==> config.mk <==
export PLATFORM = sky130hd
export DESIGN_NAME = sprite_rom_arbiter
export DESIGN_NICKNAME = d
export VERILOG_FILES = /design/src/rtl/sprite_pkg.sv /design/src/rtl/sprite_tag_pipe.sv /design/src/rtl/sprite_rom_arbiter.sv
export SDC_FILE = /design/constraint.sdc
export NUM_CORES = 1
export LEC_CHECK = 0
export BUFFER_PORTS_ARGS = -buffer_cell sky130_fd_sc_hd__buf_2
export CORE_MARGIN = 1.5
export CORE_UTILIZATION = 43
export DETAILED_ROUTE_END_ITERATION = 10
export GPL_TIMING_DRIVEN = 0
export PLACE_DENSITY = 0.78
export SLEW_MARGIN = 20
export SYNTH_ARGS = -nofsm -noshare
export SYNTH_HDL_FRONTEND = slang
export SYNTH_SLANG_ARGS = --single-unit
export TNS_END_PERCENT = 50
==> constraint.sdc <==
create_clock -name clk -period 1.6 [get_ports clk]
set_input_delay 0.16 -clock clk [delete_from_list [all_inputs] [get_ports clk]]
set_output_delay 0.16 -clock clk [all_outputs]
set_load 0.03 [all_outputs]
==> src/rtl/sprite_pkg.sv <==
// Shared constants and pipeline tag types for the two-player sprite ROM arbiter.
package sprite_pkg;

    localparam int ADDR_W_DEF = 12;
    localparam int DATA_W_DEF = 12;

    localparam logic P1 = 1'b0;
    localparam logic P2 = 1'b1;

    typedef logic tag_t;

    typedef struct packed {
        logic valid;
        tag_t tag;
    } pipe_ent_t;

endpackage

==> src/rtl/sprite_tag_pipe.sv <==
// Delay line carrying {valid, tag} alongside the external ROM so responses can be
// steered to the requesting player when the ROM word arrives.
module sprite_tag_pipe
    import sprite_pkg::*;
#(
    parameter int DEPTH = 1
) (
    input  logic      clk,
    input  logic      rst_l,
    input  pipe_ent_t in_ent,
    output pipe_ent_t out_ent
);

    pipe_ent_t stage_q [DEPTH];
    pipe_ent_t stage_d [DEPTH];

    always_comb begin
        stage_d[0] = in_ent;
        for (int i = 1; i < DEPTH; i++) begin
            stage_d[i] = stage_q[i-1];
        end
    end

    always_ff @(posedge clk) begin
        if (!rst_l) begin
            for (int i = 0; i < DEPTH; i++) begin
                stage_q[i] <= '0;
            end
        end else begin
            for (int i = 0; i < DEPTH; i++) begin
                stage_q[i] <= stage_d[i];
            end
        end
    end

    assign out_ent = stage_q[DEPTH-1];

endmodule

==> src/rtl/sprite_rom_arbiter.sv <==
// Two-player arbiter in front of a shared external sprite ROM (round-robin by default).
// Define SPRITE_ARB_FIXED_PRIO_EN to make player 1 always win contention.
module sprite_rom_arbiter
    import sprite_pkg::*;
#(
    parameter int ADDR_W  = ADDR_W_DEF,
    parameter int DATA_W  = DATA_W_DEF,
    parameter int ROM_LAT = 1
) (
    input  logic              clk,
    input  logic              rst_l,
    input  logic              arb_en,
    input  logic [1:0]        req_valid,
    output logic [1:0]        req_ready,
    input  logic [ADDR_W-1:0] req_addr0,
    input  logic [ADDR_W-1:0] req_addr1,
    output logic              rom_en,
    output logic [ADDR_W-1:0] rom_addr,
    input  logic [DATA_W-1:0] rom_data,
    output logic [1:0]        rsp_valid,
    output logic [DATA_W-1:0] rsp_data
);

    logic              grant_vld;
    tag_t              grant_idx;
    logic              contend_pick;

    logic              rom_en_q,   rom_en_d;
    logic [ADDR_W-1:0] rom_addr_q, rom_addr_d;
    tag_t              rom_tag_q,  rom_tag_d;
    logic [1:0]        rsp_valid_q, rsp_valid_d;
    logic [DATA_W-1:0] rsp_data_q,  rsp_data_d;

    pipe_ent_t         pipe_in;
    pipe_ent_t         pipe_out;

`ifdef SPRITE_ARB_FIXED_PRIO_EN
    assign contend_pick = P1;
`else
    tag_t last_grant_q, last_grant_d;

    // Reset value P2 means player 1 wins the first contention.
    assign contend_pick = ~last_grant_q;

    always_comb begin
        last_grant_d = last_grant_q;
        if (grant_vld) begin
            last_grant_d = grant_idx;
        end
    end

    always_ff @(posedge clk) begin
        if (!rst_l) begin
            last_grant_q <= P2;
        end else begin
            last_grant_q <= last_grant_d;
        end
    end
`endif

    always_comb begin
        grant_vld = 1'b0;
        grant_idx = P1;
        if (rst_l && arb_en) begin
            case (req_valid)
                2'b01: begin
                    grant_vld = 1'b1;
                    grant_idx = P1;
                end
                2'b10: begin
                    grant_vld = 1'b1;
                    grant_idx = P2;
                end
                2'b11: begin
                    grant_vld = 1'b1;
                    grant_idx = contend_pick;
                end
                default: begin
                    grant_vld = 1'b0;
                    grant_idx = P1;
                end
            endcase
        end
    end

    // A grant implies the requester is valid, so ready high is always an accept.
    always_comb begin
        req_ready = 2'b00;
        if (grant_vld) begin
            req_ready = (grant_idx == P2) ? 2'b10 : 2'b01;
        end
    end

    always_comb begin
        rom_en_d   = grant_vld;
        rom_addr_d = rom_addr_q;
        rom_tag_d  = rom_tag_q;
        if (grant_vld) begin
            rom_addr_d = (grant_idx == P2) ? req_addr1 : req_addr0;
            rom_tag_d  = grant_idx;
        end
    end

    assign pipe_in = '{valid: rom_en_q, tag: rom_tag_q};

    sprite_tag_pipe #(
        .DEPTH (ROM_LAT)
    ) u_tag_pipe (
        .clk     (clk),
        .rst_l   (rst_l),
        .in_ent  (pipe_in),
        .out_ent (pipe_out)
    );

    always_comb begin
        rsp_valid_d = 2'b00;
        rsp_data_d  = rsp_data_q;
        if (pipe_out.valid) begin
            rsp_valid_d = (pipe_out.tag == P2) ? 2'b10 : 2'b01;
            rsp_data_d  = rom_data;
        end
    end

    always_ff @(posedge clk) begin
        if (!rst_l) begin
            rom_en_q    <= 1'b0;
            rom_addr_q  <= '0;
            rom_tag_q   <= P1;
            rsp_valid_q <= 2'b00;
            rsp_data_q  <= '0;
        end else begin
            rom_en_q    <= rom_en_d;
            rom_addr_q  <= rom_addr_d;
            rom_tag_q   <= rom_tag_d;
            rsp_valid_q <= rsp_valid_d;
            rsp_data_q  <= rsp_data_d;
        end
    end

    assign rom_en    = rom_en_q;
    assign rom_addr  = rom_addr_q;
    assign rsp_valid = rsp_valid_q;
    assign rsp_data  = rsp_data_q;

endmodule
==> metrics <==
WL final 2740 um; Final WS setup 63.7 ps; die width 56.8 um; relative slew slack 71.1%; critical path peak fanout 10; gpl congestion 0.650; Startpoint Class flop; Critical Path AT 1380 ps; Reg-to-Reg Start u_tag_pipe.stage_q[0][1]; PwrDens 957 nW/um^2; Final Critical Period 1540 ps; Slew @ Worst Pin 434 ps; clk root buf clkbuf_4; initial antenna violation count 0; gr usage total 17.4%; DPL Wire Length 2160 um; sequential element share of the synthesized area 49.8%; required time worst endpoint 1440 ps; RSZ-0062 raised after global routing false; Final Cycle Share 96.0%; die area 3230 sq um; Mapped Area 1240 sq um; Starting Density 45.1%; post-synth cell types 20; clk slew on worst S/H paths 90 ps; final hold violation count 0; H-tree depth 2; global route overflow 0; most frequent cells in the layout buf_2 (71), dfxtp_1 (31), mux2i_1 (24); kind of critical path reg2out; I/O Buffers 69; Synth warnings 0; worst IR drop on VDD 0.000807 V; CTS tree yes; Hold Startpoint rom_data[11]; layout cells sized above 1 48.2%; row count 19; LEAKAGE 0.828 nW; CTS Buffer Depth 2; total CTS buffers 5; # DRC 0; Slew Limit Fails 0; cts hold-fix bufs 0; global-route wire length before repair 4230 um; vias in the first global route 1,051; 1st-pass router iterations 4; worst slack, placed 245 ps; clk_skew 3.18 ps; total core area 2760 sq um; Avg Cell Area, Syn 10.8 sq um; hold crit path type in2reg; Post-Synthesis Cells 115; largest net degree at the start of global routing 11; crit path capture type output pin; clk_lat worst skew 310 ps; most common cell after layout, fill and taps aside buf_2; #FFs+latches synth 31; drt wl/cell 12.2 um; area grow syn2layout 37.2%; Fill cells 243; n_diodes 0; setup TNS 0 ps; Max Cap Violations 0; Syn Nets 156; via/cell ratio 4.84; # IOs 70; Worst setup startpoint last_grant_q; clock sinks 31; Die Y-Extent 56.8 um; Setup violations, final 0; ANT nets after route 0; number of nets in the layout 233; status finished, final reports clean; maximum clock frequency 651 MHz; vias after detailed routing 1,085; initial drt markers 20
## worst paths after layout
| check | depth (start not counted) | to | slack, ps |
|---|---|---|---|
| worst min register to register | 1 | rsp_valid[0] | 400 |
| worst max register to register | 4 | rsp_data[2] | 410 |
| worst max-delay path | 4 | req_ready[1] | 60 |
| worst min-delay path | 3 | rsp_data[11] | 100 |
## stage by stage
stage,instance area [sq um],cells,power [mW],utilization (%),hold slack (ps)
after global placement,1630,215,1.14,59.1,388
after detailed placement,1630,215,1.15,59.1,396
after floorplan,1240,115,1.04,-,319
after CTS,1710,224,1.65,61.8,92.2
final,1710,224,1.64,61.9,100
after global routing,1710,224,1.72,61.9,84.6
## report_power, final
group | internal [mW] | switching [mW] | total [mW] | leakage (nW)
Clock | 0.258 | 0.247 | 0.505 | 0.0386
Sequential | 0.811 | 0.0192 | 0.830 | 0.253
Combinational | 0.126 | 0.174 | 0.300 | 0.536
Total | 1.20 | 0.440 | 1.64 | 0.828
## area by class of cell
type                            count  area (sq um)  share of cell area, %
Sequential cell                    31           621                   36.3
Multi-Input combinational cell     75           567                   33.2
Timing Repair Buffer               70           355                   20.8
Clock buffer                        8          68.8                   4.03
Buffer                              8          53.8                   3.15
Tap cell                           31          38.8                   2.27
Inverter                            1          3.75                  0.220
## cells by family after synthesis
group	synth area share, %
buffers and inverters	4.62
and+or+nand+nor	15.3
muxes	19.3
DFF	49.8
AOI/OAI and AO/OA	11.0
## synth_stat cells, drive strengths merged
library cell   n  area [sq um]
a21boi         1          18.8
and3           2          13.8
mux2i         24           240
a22oi          1          7.51
dfxtp         31           621
o211ai         2          20.0
clkbuf         3          11.3
inv            1          3.75
nand2          4          15.0
nor2           2          7.51
buf            5          42.5
nand3         12          60.1
nor2b         13          81.3
o21ai         12          90.1
and2           2          12.5
## critical path, stage by stage, from the launching register on
cell,delay (ps)
dfxtp_1,360
a21boi_4,180
buf_12,160
and3_2,180
clkbuf_4,180
## sequential cells by signal (all words and copies together) (netlist names)
signal and cells:
last_grant_q 1, rom_addr 12, rom_en 1, rom_tag_q 1, rsp_data 12, rsp_valid 2, u_tag_pipe.stage_q 2
## timing repair
item / 4_1_cts / 5_1_grt
endpoints found under the setup margin: 1 / 1
pin swaps: 1 / 1
cloned: 0 / 0
setup buffers: 1 / 0
resized for setup: 0 / 1
## layer usage
layer | up-vias | wire, um | track usage, %
met1 | 480 | 1130 | 18.5
met3 | 3 | 213 | 5.53
met5 | - | 0 | 0
met2 | 50 | 1380 | 30.6
li1 | 552 | - | -
met4 | 0 | 21 | 8.97
Power figures use the tool's default switching activity.
